$ cat config.mk
export PLATFORM = sky130hd
export DESIGN_NAME = stopwatch_lap_core
export DESIGN_NICKNAME = d
export VERILOG_FILES = /design/src/rtl/stopwatch_lap_core.sv
export SDC_FILE = /design/constraint.sdc
export NUM_CORES = 1
export LEC_CHECK = 0
export CORE_ASPECT_RATIO = 0.7
export CORE_MARGIN = 2
export CORE_UTILIZATION = 54
export DETAILED_ROUTE_END_ITERATION = 8
export PLACE_DENSITY_LB_ADDON = 0.05
export SETUP_SLACK_MARGIN = 0.15
export SLEW_MARGIN = 5
export SYNTH_ARGS = -nofsm -noshare
export SYNTH_HDL_FRONTEND = slang
export SYNTH_SLANG_ARGS = --single-unit
$ cat constraint.sdc
create_clock -name clk -period 5 [get_ports clk]
set_input_delay 0.75 -clock clk [delete_from_list [all_inputs] [get_ports clk]]
set_output_delay 0.75 -clock clk [all_outputs]
set_load 0.01 [all_outputs]
$ cat src/rtl/stopwatch_lap_core.sv
// stopwatch_lap_core
//   Single-clock stopwatch/countdown core with an internal tick prescaler,
//   a run/pause/alarm FSM, a show-ahead lap FIFO and sticky overflow flags.
// Ports
//   clk, rst_n                 clock, asynchronous active-low reset
//   start/stop/clear           1-cycle control pulses (clear > stop > start)
//   lap, lap_rd                1-cycle pulses: capture time / pop FIFO head
//   min_inc, hour_inc          1-cycle preset pulses (IDLE/PAUSE only)
//   cd_mode                    1 = countdown, latched on entry to RUN
//   hours..centisec            packed-BCD time
//   running, alarm, ovf        state flags, sticky count-up wrap flag
//   lap_data/count/empty/full  FIFO head {hh,mm,ss,cc} and occupancy
//   lap_lost                   sticky: lap dropped on a full FIFO
module stopwatch_lap_core #(
  parameter int unsigned CLK_HZ    = 100_000_000,
  parameter int unsigned TICK_HZ   = 100,
  parameter int unsigned LAP_DEPTH = 8,
  parameter int unsigned HOUR_MAX  = 99
) (
  input  logic                         clk,
  input  logic                         rst_n,
  input  logic                         start,
  input  logic                         stop,
  input  logic                         clear,
  input  logic                         lap,
  input  logic                         lap_rd,
  input  logic                         min_inc,
  input  logic                         hour_inc,
  input  logic                         cd_mode,
  output logic [7:0]                   hours,
  output logic [7:0]                   minutes,
  output logic [7:0]                   seconds,
  output logic [7:0]                   centisec,
  output logic                         running,
  output logic                         alarm,
  output logic                         ovf,
  output logic [31:0]                  lap_data,
  output logic [$clog2(LAP_DEPTH):0]   lap_count,
  output logic                         lap_empty,
  output logic                         lap_full,
  output logic                         lap_lost
);

  localparam int unsigned DIV = CLK_HZ / TICK_HZ;
  localparam int unsigned PW  = $clog2(DIV);
  localparam int unsigned AW  = $clog2(LAP_DEPTH);
  localparam int unsigned CW  = AW + 1;
  localparam logic [PW-1:0] PRESC_LAST = PW'(DIV - 1);
  localparam logic [7:0] HMAX_BCD = 8'(((HOUR_MAX / 10) * 16) + (HOUR_MAX % 10));

  typedef enum logic [1:0] {S_IDLE, S_RUN, S_PAUSE, S_ALARM} state_t;

  state_t          r_state, w_state_nxt;
  logic [PW-1:0]   r_presc;
  logic            r_mode;
  logic [7:0]      r_hh, r_mm, r_ss, r_cc;
  logic            r_ovf, r_lost;
  logic [31:0]     r_mem [LAP_DEPTH];
  logic [AW-1:0]   r_wr_ptr, r_rd_ptr;
  logic [CW-1:0]   r_count;

  function automatic logic [7:0] bcd_inc(input logic [7:0] v, input logic [7:0] maxv);
    if (v == maxv)          return 8'h00;
    else if (v[3:0] == 4'd9) return {v[7:4] + 4'd1, 4'd0};
    else                     return {v[7:4], v[3:0] + 4'd1};
  endfunction

  function automatic logic [7:0] bcd_dec(input logic [7:0] v, input logic [7:0] maxv);
    if (v == 8'h00)          return maxv;
    else if (v[3:0] == 4'd0) return {v[7:4] - 4'd1, 4'd9};
    else                     return {v[7:4], v[3:0] - 4'd1};
  endfunction

  logic w_time_zero, w_count_en, w_tick, w_edit, w_idle_start;
  logic [7:0] w_up_cc, w_up_ss, w_up_mm, w_up_hh;
  logic [7:0] w_dn_cc, w_dn_ss, w_dn_mm, w_dn_hh;
  logic w_cy_cc, w_cy_ss, w_cy_mm, w_up_wrap;
  logic w_bw_cc, w_bw_ss, w_bw_mm, w_dn_zero;
  logic w_push_req, w_pop, w_push;

  assign w_time_zero  = ({r_hh, r_mm, r_ss, r_cc} == '0);
  assign w_idle_start = start && !(cd_mode && w_time_zero);
  assign w_count_en   = (r_state == S_RUN) && !clear && !stop;
  assign w_tick       = w_count_en && (r_presc == PRESC_LAST);
  assign w_edit       = ((r_state == S_IDLE) || (r_state == S_PAUSE)) && !clear && !stop && !start;

  // Ripple chains: each stage advances only when every lower stage wraps.
  assign w_up_cc   = bcd_inc(r_cc, 8'h99);
  assign w_cy_cc   = (r_cc == 8'h99);
  assign w_up_ss   = w_cy_cc ? bcd_inc(r_ss, 8'h59) : r_ss;
  assign w_cy_ss   = w_cy_cc && (r_ss == 8'h59);
  assign w_up_mm   = w_cy_ss ? bcd_inc(r_mm, 8'h59) : r_mm;
  assign w_cy_mm   = w_cy_ss && (r_mm == 8'h59);
  assign w_up_hh   = w_cy_mm ? bcd_inc(r_hh, HMAX_BCD) : r_hh;
  assign w_up_wrap = w_cy_mm && (r_hh == HMAX_BCD);

  assign w_dn_cc   = bcd_dec(r_cc, 8'h99);
  assign w_bw_cc   = (r_cc == 8'h00);
  assign w_dn_ss   = w_bw_cc ? bcd_dec(r_ss, 8'h59) : r_ss;
  assign w_bw_ss   = w_bw_cc && (r_ss == 8'h00);
  assign w_dn_mm   = w_bw_ss ? bcd_dec(r_mm, 8'h59) : r_mm;
  assign w_bw_mm   = w_bw_ss && (r_mm == 8'h00);
  assign w_dn_hh   = w_bw_mm ? bcd_dec(r_hh, HMAX_BCD) : r_hh;
  assign w_dn_zero = ({w_dn_hh, w_dn_mm, w_dn_ss, w_dn_cc} == '0);

  always_ff @(posedge clk or negedge rst_n) begin
    if (!rst_n) r_state <= S_IDLE;
    else        r_state <= w_state_nxt;
  end

  always_comb begin
    w_state_nxt = r_state;
    if (clear) begin
      w_state_nxt = S_IDLE;
    end else begin
      case (r_state)
        S_IDLE:  if (!stop && w_idle_start) w_state_nxt = S_RUN;
        S_RUN:   if (stop) w_state_nxt = S_PAUSE;
                 else if (w_tick && r_mode && w_dn_zero) w_state_nxt = S_ALARM;
        S_PAUSE: if (!stop && start) w_state_nxt = S_RUN;
        S_ALARM: if (stop || start) w_state_nxt = S_IDLE;
        default: w_state_nxt = S_IDLE;
      endcase
    end
  end

  always_ff @(posedge clk or negedge rst_n) begin
    if (!rst_n) begin
      r_presc <= '0;
      r_mode  <= 1'b0;
    end else if (clear) begin
      r_presc <= '0;
    end else begin
      if (r_state != S_RUN && w_state_nxt == S_RUN) r_mode <= cd_mode;
      // Resume from PAUSE keeps the held prescaler; only a fresh start zeroes it.
      if (r_state == S_IDLE && w_state_nxt == S_RUN) r_presc <= '0;
      else if (w_count_en)                          r_presc <= w_tick ? '0 : r_presc + 1'b1;
    end
  end

  always_ff @(posedge clk or negedge rst_n) begin
    if (!rst_n) begin
      {r_hh, r_mm, r_ss, r_cc} <= '0;
      r_ovf <= 1'b0;
    end else if (clear) begin
      {r_hh, r_mm, r_ss, r_cc} <= '0;
      r_ovf <= 1'b0;
    end else if (w_tick) begin
      if (r_mode) begin
        {r_hh, r_mm, r_ss, r_cc} <= {w_dn_hh, w_dn_mm, w_dn_ss, w_dn_cc};
      end else begin
        {r_hh, r_mm, r_ss, r_cc} <= {w_up_hh, w_up_mm, w_up_ss, w_up_cc};
        if (w_up_wrap) r_ovf <= 1'b1;
      end
    end else if (w_edit) begin
      if (min_inc)  r_mm <= bcd_inc(r_mm, 8'h59);
      if (hour_inc) r_hh <= bcd_inc(r_hh, HMAX_BCD);
    end
  end

  assign w_push_req = lap && !clear && ((r_state == S_RUN) || (r_state == S_PAUSE));
  assign w_pop      = lap_rd && !clear && (r_count != '0);
  // A simultaneous pop frees the head slot, so a push on a full FIFO still fits.
  assign w_push     = w_push_req && ((r_count != CW'(LAP_DEPTH)) || w_pop);

  always_ff @(posedge clk or negedge rst_n) begin
    if (!rst_n) begin
      r_wr_ptr <= '0;
      r_rd_ptr <= '0;
      r_count  <= '0;
      r_lost   <= 1'b0;
    end else if (clear) begin
      r_wr_ptr <= '0;
      r_rd_ptr <= '0;
      r_count  <= '0;
      r_lost   <= 1'b0;
    end else begin
      if (w_push) r_wr_ptr <= r_wr_ptr + 1'b1;
      if (w_pop)  r_rd_ptr <= r_rd_ptr + 1'b1;
      r_count <= r_count + CW'(w_push) - CW'(w_pop);
      if (w_push_req && !w_push) r_lost <= 1'b1;
    end
  end

  always_ff @(posedge clk) begin
    if (w_push) r_mem[r_wr_ptr] <= {r_hh, r_mm, r_ss, r_cc};
  end

  assign hours     = r_hh;
  assign minutes   = r_mm;
  assign seconds   = r_ss;
  assign centisec  = r_cc;
  assign running   = (r_state == S_RUN);
  assign alarm     = (r_state == S_ALARM);
  assign ovf       = r_ovf;
  assign lap_count = r_count;
  assign lap_empty = (r_count == '0);
  assign lap_full  = (r_count == CW'(LAP_DEPTH));
  assign lap_lost  = r_lost;
  assign lap_data  = lap_empty ? '0 : r_mem[r_rd_ptr];

endmodule

Word level (Yosys, flattened, before mapping) --
Memories as Yosys holds them, arrays and structs flattened. Cells that the tools add are included.
Operators by class: shift operators 0, bitwise logic cells 1, mux-type cells 63, divide/modulo/power cells 0, reductions and logical operators 66, add/sub/neg operators 21, equal/unequal tests 19, multipliers 0, order comparisons 0
Operators by type and width (number):
- 2-to-1 mux 8 bit | 38
- 2-to-1 mux 20 bit | 4
- logical NOT 32 bit | 2
- adder 4 x 1 -> 4 bit, second input constant | 8
- logical NOT 8 bit | 4
- 2-to-1 mux 32 bit | 1
- subtractor 4 x 1 -> 4 bit, second input constant | 8
- logical AND 1 bit | 25
- adder 20 x 1 -> 20 bit, second input constant | 1
- == test 20 bit, second input constant | 1
- == test 4 bit, second input constant | 5
- logical NOT 4 bit | 5
- == test 8 x 7 -> 1 bit, second input constant | 2
- == test 8 bit, second input constant | 2
- nonzero test 3 bit | 5
- 2-to-1 mux 2 bit | 6
- 2-to-1 mux 3 bit | 4
- AND reduction 3 bit | 4
- nonzero test 4 bit | 3
- nonzero test 2 bit | 5
- 2-to-1 mux 1 bit | 8
- != test 4 x 3 -> 1 bit, second input constant | 2
- one-hot mux 2 bit (4 select lines) | 1
- adder 3 x 1 -> 3 bit, second input constant | 2
- 13 further kinds | 24
Storage, ports and cells: memory bits (read-only) 0, latch bits 0, bits in registers 67, logic and storage cells 185, output and inout bits 74, memories kept 1, RAM bits 256, input port bits 10
Memory list:
- r_mem | depth 8, bits a word 32, rd ports 1, clocked after Yosys merged registers in 0, wr ports 1, RTL line 58 | logic [31:0] r_mem [LAP_DEPTH];

Longest topological paths before layout --
depth in word-level cells 14, depth in mapped cells 12, depth with buffers taken out 12

Worst setup path after synthesis --
OpenSTA, ideal clock, no wires.
path kind input -> register, start input port clear, end memory r_mem[6][0], enable pin, library setup time 0.501 ns, cell stages on the path 5, buffers on the path 2, data required time 4.499 ns, arrival 4.587 ns, path slack -0.088 ns, cells stage by stage clkbuf_1 -> clkbuf_8 -> o21ai_0 -> nand3_1 -> nor4_1
Between the ends: cells in the longest elaborated chain, start to end 7, elaborated cells between the ends (all ways) 9, classes of those cells mux (2); reduce/logical (7)
RTL lines:
- start: declaration | RTL line 24 | input logic clear,
- logical NOT 1 bit (*) | RTL line 161, 162
- logical AND 1 bit (2 in series) | RTL line 162 | assign w_pop = lap_rd && !clear && (r_count != '0);
- logical OR 1 bit | RTL line 164 | assign w_push = w_push_req && ((r_count != CW'(LAP_DEPTH)) || w_pop);
- logical AND 1 bit (*) | RTL line 164
- 2-to-1 mux 1 bit (*) | RTL line 186 | if (w_push) r_mem[r_wr_ptr] <= {r_hh, r_mm, r_ss, r_cc};
- 2-to-1 mux 1 bit (implied by the code) (*) | RTL line 186
- end: declaration | RTL line 58
Every way passes the cells marked *; elsewhere a longest branch is shown, timed or not.

Worst setup path in the final report --
start register r_rd_ptr[1], end output port lap_data[16]
Between the ends: cells in the longest elaborated chain, start to end 2
RTL lines:
- start: declaration | RTL line 59 | logic [AW-1:0] r_wr_ptr, r_rd_ptr;
- start signal: assignment | RTL line 179 | if (w_pop) r_rd_ptr <= r_rd_ptr + 1'b1;
- memory read (8 x 32 bit)
- 2-to-1 mux 32 bit | RTL line 200 | assign lap_data = lap_empty ? '0 : r_mem[r_rd_ptr];
- end: declaration | RTL line 37 | output logic [31:0] lap_data,
No other way between the ends.

==> summary.md <==
| Metric | Value |
|---|---|
| Non-Filler Instances | `1,588` |
| Setup TNS | `0 ns` |
| Layout area overhead | `14.56%` |
| GP Congestion | `0.8703` |
| Post-Syn Area | `15,400 µm²` |
| Top-Level Pins | `84` |
| Yosys reg bits | `323` |
| Leak | `5.945 nW` |
| CTS clock-pin slew for the worst setup and hold paths | `0.07 ns` |
| Cts hold-fix bufs | `0` |
| Nets | `1,245` |
| Share of cells above drive strength 1 | `14.54%` |
| Tot Pwr | `8.011 mW` |
| Drt drc | `0` |
| Flop-to-flop setup slack | `1.44 ns` |
| Num CTS Buffers | `30` |
| RR Endpoint | `r_state[1]` |
| Placeable Area | `27,950 µm²` |
| Largest net degree at the start of global routing | `67` |
| Worst path arrival time | `2.98 ns` |
| Starting Density | `55.11%` |
| Worst Tran Pin Value | `1.157 ns` |
| Max Buffers Root-to-Sink | `3` |
| CTS tree | `built` |
| HP Class | `input pin to asynchronous set/reset pin` |
| Synth warnings | `0` |
| Power Density | `453.9 nW/µm²` |
| Hold Violations, Final | `0` |
| DR WL/cell | `22.59 µm` |
| First-pass GRT wire length | `55,520 µm` |
| Drt first-iter violations | `920` |
| Post-CTS setup buffers | `0` |
| H-tree depth | `1` |
| CP max FO | `43` |
| Vias in the first global route | `9,430` |
| Dominant synthesized flop cell | `edfxtp_1` |
| Synth async-reset ratio | `20.74%` |
| Endpoints failing setup | `0` |
| Critical Path Start Type | `flip-flop` |
| Gr usage total | `24.28%` |
| Root Buffer | `clkbuf_16` |
| DP Wirelength | `21,790 µm` |
| Fin crit share | `74.50%` |
| Crit path kind | `flip-flop to output pin` |
| Yosys cell types | `88` |
| Syn_area_per_cell | `13.81 µm²` |
| Total number of vias | `9,870` |
| Initial antenna violation count | `0` |
| Post-CTS sizing | `0` |
| RSZ-0062 raised after global routing | `no` |
| Slew Viols, Final | `0` |
| VDD IR-drop max | `423.6 µV` |
| Dpl cells | `1,533` |
| Clock latency on the worst-skew pair | `0.56 ns` |
| Initial DRT Pass Iterations | `7` |
| Port Buffers | `83` |
| Minimum clock period | `3.725 ns` |
| Total gr overflow | `0` |
| Die height | `145.3 µm` |
| EDFF count, synth | `256` |
| Routed WL | `35,880 µm` |
| Clock sink count | `323` |
| Seq/Total Area, Yosys | `60.79%` |
| FF-to-FF Start | `centisec[1]` |
| CP endpoint kind | `output pin` |
| Number of cell rows | `51` |
| Critical Path RT | `4.25 ns` |
| Mapped Nets | `1,166` |
| Reg2Reg Depth | `9` |
| Die width | `205.9 µm` |
| Ant. Diodes | `0` |
| Max Cap Violations | `0` |
| DRT antenna net count | `0` |
| Fmax | `268.4 MHz` |
| Via density | `6.215` |
| Status | `completed` |
| Die area | `29,910 µm²` |
| Worst rel slew slack | `22.84%` |
| Gate Count Post-Synth | `1,115` |
| Worst Clk Skew | `0.01182 ns` |
==> worst max path at each step <==
stage | slack (ns) | to | start | cells after the start
6_report | 1.27 | lap_data[16] | r_rd_ptr[1] | 5
3_5_place_dp | 1.24 | minutes[6] | stop | 9
5_1_grt | 1.15 | lap_data[16] | r_rd_ptr[1] | 5
4_1_cts | 1.26 | lap_data[16] | r_rd_ptr[1] | 5
3_3_place_gp | 1.36 | minutes[6] | stop | 9
2_1_floorplan | 0.45 | r_mem[3][0] | clear | 7
==> cell usage after synthesis, drive strengths merged, types with 7 or more instances <==
| master | number | area [µm²] |
|---|---|---|
| mux2i | 39 | 390.4 |
| dfrtp | 67 | 1677 |
| a31oi | 8 | 50.05 |
| or3 | 8 | 63.81 |
| nor3 | 30 | 150.1 |
| edfxtp | 256 | 7687 |
| a21o | 9 | 68.82 |
| nand4 | 13 | 87.58 |
| clkbuf | 33 | 153.9 |
| nand2b | 7 | 51.30 |
| o31ai | 9 | 67.56 |
| o211ai | 13 | 97.59 |
| xnor2 | 13 | 113.9 |
| ha | 40 | 500.5 |
| buf | 20 | 112.6 |
| and3 | 10 | 63.81 |
| a22o | 8 | 70.07 |
| xor2 | 7 | 61.31 |
| a21oi | 43 | 226.5 |
| mux4 | 64 | 1441 |
| nor4 | 16 | 127.6 |
| inv | 38 | 142.6 |
| nor2 | 118 | 445.4 |
| nor3b | 15 | 122.6 |
| o21ai | 45 | 225.2 |
| nand3 | 32 | 160.2 |
| nand2 | 58 | 217.7 |
==> where the power goes <==
group | internal, mW | switching [mW] | total, mW
clock network | 1.36 | 0.969 | 2.33
registers | 3.09 | 0.276 | 3.36
logic | 1.10 | 1.21 | 2.32
==> per-layer routing <==
metal  wire [µm]  track usage [%]  up-vias  part of all wire [%]
met2       15330            34.16      367                    43
met5           0           0.1623        -                     0
met1       17320            39.28     4982                    48
met3        2442            3.908       47                   6.8
li1            -                -     4474                     -
met4         792            6.571        0                   2.2
==> registers in the layout, summed over array words and instances, names as in the netlist <==
register,count
r_rd_ptr,3
r_presc,20
minutes,8
lap_lost,1
seconds,8
hours,8
r_mem,256
ovf,1
r_state,2
lap_count,4
r_mode,1
centisec,8
r_wr_ptr,3
==> cells by family (layout without fill, tap and decap cells) <==
kind of cell | count (synthesis) | in the layout | share of synthesized area, %
AND/OR/NAND/NOR | 349 | 349 | 11.83
flip-flops | 323 | 323 | 60.79
AO/OA/AOI/OAI | 186 | 186 | 8.172
multiplexers | 105 | 105 | 12.04
buffers and inverters | 91 | 193 | 2.656
adder cells (fa/ha/maj) | 41 | 41 | 3.379
XOR/XNOR | 20 | 20 | 1.137
==> area by class of cell <==
| type | instances | area (µm²) |
|---|---|---|
| Timing Repair Buffer | 100 | 973.4 |
| Multi-Input combinational cell | 701 | 5680 |
| Inverter | 38 | 142.6 |
| Sequential cell | 323 | 9370 |
| Tap cell | 371 | 464.2 |
| Clock inverter | 14 | 193.9 |
| Clock buffer | 41 | 822.0 |
| Fill cell | 2127 | 10300 |
==> layout by cell type (no fill, tap or decap), types with 9 or more instances in the layout <==
cell type        synthesis  final
and3_1                   9      9
nor2_1                 117    116
o211ai_1                13     13
ha_1                    40     40
mux4_2                  64     64
clkbuf_16                0     30
nor3b_1                 13      9
o21ai_0                 42     42
nor3_1                  30     29
edfxtp_1               256    256
mux2i_1                 39     39
nand4_1                 12     12
clkdlybuf4s50_1          0     81
inv_1                   38     38
a21oi_1                 40     40
xnor2_1                 13     13
o31ai_1                  9      9
nand2_1                 58     58
buf_4                    0     15
dfrtp_1                 67     64
nand3_1                 32     32
nor4_1                  13     12
==> through the flow <==
step	hold WS, ns	utilization, %	area (µm²)	setup WS [ns]
3_5_place_dp	0.5066	59.50	16630	1.243
6_report	0.2630	63.14	17650	1.275
5_1_grt	0.2945	63.14	17650	1.148
2_1_floorplan	0.4544	-	15410	0.4458
4_1_cts	0.2769	63.14	17650	1.262
3_3_place_gp	0.4988	59.50	16630	1.359
==> critical path, cell delays in order (launching register included) <==
cell             delay [ns]
dfrtp_2                0.84
buf_12                 0.34
mux4_2                 0.35
mux2i_1                0.28
nor2_1                 0.07
clkdlybuf4s50_1        0.49
(Power assumes the default switching activity.)
